## config.mk

```make
export PLATFORM = sky130hd
export DESIGN_NAME = if_fetch
export DESIGN_NICKNAME = d
export VERILOG_FILES = /design/src/rtl/if_fetch.sv
export SDC_FILE = /design/constraint.sdc
export NUM_CORES = 1
export LEC_CHECK = 0
export ABC_AREA = 1
export CAP_MARGIN = 25
export CORE_ASPECT_RATIO = 1.2
export CORE_MARGIN = 4
export CORE_UTILIZATION = 45
export DETAILED_ROUTE_END_ITERATION = 8
export PLACE_DENSITY = 0.68
export SETUP_SLACK_MARGIN = 0.3
export SYNTH_ARGS = -nofsm -noshare
export SYNTH_HDL_FRONTEND = slang
export SYNTH_SLANG_ARGS = --single-unit
```

## constraint.sdc

```tcl
create_clock -name clk -period 7.5 [get_ports clk]
set_clock_uncertainty 0.05 [all_clocks]
set_input_delay 1.125 -clock clk [delete_from_list [all_inputs] [get_ports clk]]
set_output_delay 1.125 -clock clk [all_outputs]
set_load 0.05 [all_outputs]
```

## src/rtl/if_fetch.sv

```systemverilog
// Instruction fetch stage: a sequential PC feeds a combinational ROM, and each
// fetched {pc, inst} pair goes into a small queue that the decode stage drains.
// Optional macro IF_MISALIGN_EXC_EN adds a sticky misaligned-branch halt.
module if_fetch #(
   parameter logic [31:0] RESET_PC = 32'h0000_0000,
   parameter int          DEPTH    = 4
) (
   input  logic        clk,
   input  logic        rst,
   output logic        rom_ce_o,
   output logic [31:0] rom_addr_o,
   input  logic [31:0] rom_inst_i,
   input  logic        branch_i,
   input  logic [31:0] branch_target_i,
   output logic        id_valid_o,
   input  logic        id_ready_i,
   output logic [31:0] id_inst_o,
   output logic [31:0] id_pc_o
`ifdef IF_MISALIGN_EXC_EN
   ,
   output logic        misalign_o
`endif
);

   localparam int AW = $clog2(DEPTH);
   localparam int CW = $clog2(DEPTH + 1);
   localparam logic [CW-1:0] FULL = CW'(DEPTH);

   logic [31:0]   pc_reg;
   logic [AW-1:0] wr_ptr_reg;
   logic [AW-1:0] rd_ptr_reg;
   logic [CW-1:0] count_reg;
   logic [CW-1:0] count_next;
   logic [31:0]   pc_mem   [DEPTH];
   logic [31:0]   inst_mem [DEPTH];
   logic [31:0]   branch_pc;
   logic          fetch;
   logic          pop;

`ifdef IF_MISALIGN_EXC_EN
   logic halted_reg;
   logic misalign_reg;

   assign misalign_o = misalign_reg;
   assign fetch      = !rst && !branch_i && (count_reg != FULL) && !halted_reg;
   assign branch_pc  = branch_target_i;

   // A misaligned target halts fetch until an aligned redirect or reset.
   always_ff @(posedge clk) begin
      if (rst) begin
         halted_reg   <= 1'b0;
         misalign_reg <= 1'b0;
      end else if (branch_i) begin
         halted_reg   <= |branch_target_i[1:0];
         misalign_reg <= |branch_target_i[1:0];
      end
   end
`else
   logic unused_target_bits;

   assign unused_target_bits = ^branch_target_i[1:0];
   assign fetch              = !rst && !branch_i && (count_reg != FULL);
   assign branch_pc          = {branch_target_i[31:2], 2'b00};
`endif

   assign rom_ce_o   = fetch;
   assign rom_addr_o = pc_reg;
   assign id_valid_o = !rst && !branch_i && (count_reg != '0);
   assign pop        = id_valid_o && id_ready_i;
   assign id_inst_o  = inst_mem[rd_ptr_reg];
   assign id_pc_o    = pc_mem[rd_ptr_reg];

   always_comb begin
      count_next = count_reg;
      if (fetch && !pop) begin
         count_next = count_reg + CW'(1);
      end else if (!fetch && pop) begin
         count_next = count_reg - CW'(1);
      end
   end

   // Redirect outranks push and pop: the queue is flushed and nothing is accepted.
   always_ff @(posedge clk) begin
      if (rst) begin
         pc_reg     <= RESET_PC;
         wr_ptr_reg <= '0;
         rd_ptr_reg <= '0;
         count_reg  <= '0;
      end else if (branch_i) begin
         pc_reg     <= branch_pc;
         wr_ptr_reg <= '0;
         rd_ptr_reg <= '0;
         count_reg  <= '0;
      end else begin
         if (fetch) begin
            pc_reg     <= pc_reg + 32'd4;
            wr_ptr_reg <= wr_ptr_reg + AW'(1);
         end
         if (pop) begin
            rd_ptr_reg <= rd_ptr_reg + AW'(1);
         end
         count_reg <= count_next;
      end
   end

   always_ff @(posedge clk) begin
      if (fetch) begin
         pc_mem[wr_ptr_reg]   <= pc_reg;
         inst_mem[wr_ptr_reg] <= rom_inst_i;
      end
   end

endmodule

```

Word level (Yosys, flattened, before mapping):

Memories as Yosys holds them, arrays and structs flattened. A register that Yosys moved wholly into a read port is not among the register bits.
Cells that the tools add are included.

* input port bits: 68
* bits in registers: 39
* output and inout bits: 98
* memory bits (writable): 256
* memories kept: 2

* add/subtract/negate cells: 5
* equality and inequality tests: 1
* mux-type cells: 10
* reductions and logical operators: 14

Memories
* inst_mem: depth 4, width 32, rd ports 1, clocked after Yosys merged registers in 1, write ports 1, line 35 `logic [31:0] inst_mem [DEPTH];`
* pc_mem: depth 4, width 32, rd ports 1, clocked after Yosys merged registers in 1, write ports 1, line 34 `logic [31:0] pc_mem [DEPTH];`

Operators by type and width (count)
* 32-bit 2-to-1 mux: 2
* 32-bit by 3-bit adder with 32-bit output (second input constant): 1
* 2-bit 2-to-1 mux: 4
* 1-bit logical AND: 6
* 3-bit 2-to-1 mux: 2
* 2-bit by 1-bit adder with 2-bit output (second input constant): 2
* 1-bit zero test: 4
* 2-bit nonzero test: 2
* 3-bit by 1-bit adder with 3-bit output (second input constant): 1
* 3-bit != test (second input constant): 1
* 3-bit nonzero test: 1
* 3-bit by 1-bit subtractor with 3-bit output (second input constant): 1
* 1-bit 2-to-1 mux: 2
* 2-bit OR reduction: 1

Depth between registers and ports, before layout:

* word-level depth: 7
* gate-level depth with buffers: 13
* depth with buffers taken out: 11

Least setup slack after synthesis:

Ideal clock, no wire load.

* kind: input to register
* from: in rst
* to: mem inst_mem[0][0], enable pin
* setup slack: 2.772 ns
* data arrival time: 4.196 ns
* stages: 4
* path buffers: 1
* setup time: 0.482 ns
* cell sequence: nor2_4 nand2_8 buf_2 nor2_1

* word-level cells in the longest chain between the ends: 5

Ends and longest elaborated chain
* start, declared: line 9 `input logic rst,`
* 1-bit zero test: line 62 `assign fetch = !rst && !branch_i && (count_reg != FULL);`
* 1-bit logical AND (2 in a row): line 62
* 1-bit 2-to-1 mux: line 107 `if (fetch) begin`
* 1-bit 2-to-1 mux (implied by the code): line 109 `inst_mem[wr_ptr_reg] <= rom_inst_i;`
* end, declared: line 35

Every way passes these cells.

==> impl_metrics.yaml <==
layout:
  layout_common_cells: "edfxtp_1, nor2_1, clkdlybuf4s50_1"
  diodes: 0
  final_common_cell: "edfxtp_1"
  fillers: 2102
  final_cells: 1527
  regMostFlops: "inst_mem"
  fin_nets: 1250
  largest_register_ffs: 128
  layout-drive-gt1-share_pct: 8.44
  area_growth_pct: 24.8
run:
  cap_violations: 0
floorplan:
  core.rowCount: 64
  initial_core_util_pct: 45.9
  core-area_um2: 25700
  ioPinCount: 166
  dieArea_um2: 28900
  die_y_um: 185
  die_w_um: 156
grt:
  grt_pass1_wl_um: 42500
  grt_pass1_vias: 7910
  gr-total-overflow: 0
  grt_antenna_before_repair: 0
  grt_max_degree: 94
  grt_usage_pct: 18.5
critical_path:
  slowest_stage: "clkdlybuf4s50_1"
  start_kind: "flop"
  crit_chain: "buf_4 -> inv_2 -> buf_4 -> o21ai_0 -> o22ai_1 -> clkdlybuf4s50_1"
  end_kind: "output port"
  path_class: "reg2out"
  cp_max_fo: 63
  slowest_delay_ns: 0.87
  required_ns: 6.32
  arrival_ns: 3.59
  cpMostUsedCell: "buf_4"
outcome:
  status: "finished, final reports clean"
clock_network:
  post_cts_resized: 0
  path_clk_slew_ns: 0.06
  cts_buffer_depth: 3
  root_buffer: "clkbuf_16"
  post_cts_buffers: 0
  cts_buffers: 28
  ctsHoldBuffers: 0
  clock_sinks: 287
  tritoncts: "built"
  clock_latency_ns: 0.54
  htreeDepth: 1
placed_design:
  gp_congestion: 0.832
  io_buffers: 159
  dpl.cell_count: 1475
  dp_hpwl_um: 16500
timing:
  slew_violations: 0
  max-slew-margin-rel_pct: 36.3
  max_freq_mhz: 210
  hold_viol: 0
  period_share_pct: 63.6
  rsz0062_at_grt: "no"
  min_period_ns: 4.77
  finalSetupTns_ns: 0
  max_slew.worst_pin.slew_ns: 0.956
  finalSetupViolCount: 0
drt:
  wire_per_inst_um: 17.8
  drt-total-wl_um: 27200
  drtIter0Drc: 472
  vias: 8089
  viasPerCell: 5.30
  drc: 0
  drtPass1Iterations: 4
  antenna_left: 0
logic_synthesis:
  synth_cell_type_count: 41
  synth_warnings: 0
  synth.largest_area_cell: "edfxtp_1"
  ys_seq_area_share_pct: 69.7
  synth.avg_cell_area_um2: 11.5
  syn_area_um2: 11800
  synth_top_area_share_pct: 63.1
  netlist_top_cells_area: "edfxtp_1, dfxtp_1, nor2_1, o21ai_0, nand2_1"
  synth_cells: 1028
  ys_ff_latch: 287
power_and_ir_drop:
  leakage_nw: 4.86
  ir_worst_vdd_mv: 0.146
  power_density_nw_per_um2: 250
worst_hold_path:
  hp-class: "reg2reg"
-- final timing paths --
| path | from | end | slack (ns) | cells after the start |
|---|---|---|---|---|
| worst max-delay path | flop | id_pc_o[11] | 2.73 | 6 |
| worst max register to register | count_reg[0]$_SDFFE_PP0P_ | inst_mem[3][11]$_DFFE_PP_ | 4.97 | 5 |
| worst min register to register | rd_ptr_reg[1]$_SDFFE_PP0P_ | flop | 0.42 | 2 |
| worst min-delay path | rd_ptr_reg[1]$_SDFFE_PP0P_ | flop | 0.42 | 2 |
-- metrics by stage --
| stage | power [mW] | util, % | instance area (µm²) | setup slack, ns | hold WS (ns) |
|---|---|---|---|---|---|
| 2_1_floorplan | 2.05 | - | 11800 | 2.77 | 0.391 |
| 3_3_place_gp | 2.19 | 53.0 | 13600 | 3.05 | 0.404 |
| 3_5_place_dp | 2.19 | 53.3 | 13700 | 3.05 | 0.410 |
| 4_1_cts | 3.72 | 57.3 | 14700 | 2.64 | 0.427 |
| 5_1_grt | 3.82 | 57.3 | 14700 | 2.51 | 0.474 |
| 6_report | 3.69 | 57.3 | 14700 | 2.73 | 0.422 |
-- where the power goes --
group / internal, mW / switching (mW) / leakage, nW
clock: 0.948 / 0.581 / 0.484
combinational: 0.115 / 0.214 / 1.81
sequential: 1.79 / 0.0418 / 2.56
-- kinds of logic after synthesis --
kind of cell / after synthesis / share of synthesized area [%]
compound gates: 255 / 12.2
xor+xnor: 1 / 0.0742
flops: 287 / 69.7
simple gates: 374 / 13.2
fa+ha+maj: 7 / 0.806
buf+inv: 103 / 4.00
other cells: 1 / 0.0318
-- Yosys cell counts, drive strengths merged --
master  instances
a31oi           2
inv            44
ha              6
nand2         126
clkbuf         34
and2            1
o21ai         137
or2             3
dfxtp          39
clkinv          1
nor3            4
xor2            1
o211ai          2
buf            24
a211oi          3
conb            1
o31ai           2
o21a            1
fa              1
edfxtp        248
nor2          208
o32ai           1
a22oi           3
o22ai          66
nand3          32
a21oi          38
-- worst max-delay path, delay by kind of cell (launching register included) --
kind | cells | cell delay (ns)
buffers and inverters | 4 | 2.28
flip-flops | 1 | 0.31
AO/OA/AOI/OAI | 2 | 0.44
-- layer usage --
metal / vias to the layer above / part of all wire [%] / GRT usage, %
li1: 3952 / - / -
met1: 3890 / 42 / 24.0
met2: 213 / 51 / 32.7
met3: 34 / 4.8 / 2.31
met4: 0 / 2.1 / 5.43
met5: - / 0 / 0
-- cell type report --
class / count / area (µm²) / area share, %
Timing Repair Buffer: 172 / 1730 / 11.7
Multi-Input combinational cell: 641 / 3140 / 21.3
Sequential cell: 287 / 8230 / 55.9
Clock buffer: 31 / 733 / 4.98
Inverter: 45 / 176 / 1.20
Clock inverter: 21 / 298 / 2.02
Tap cell: 330 / 413 / 2.80
Note: power is estimated with default switching activity, not from simulation.
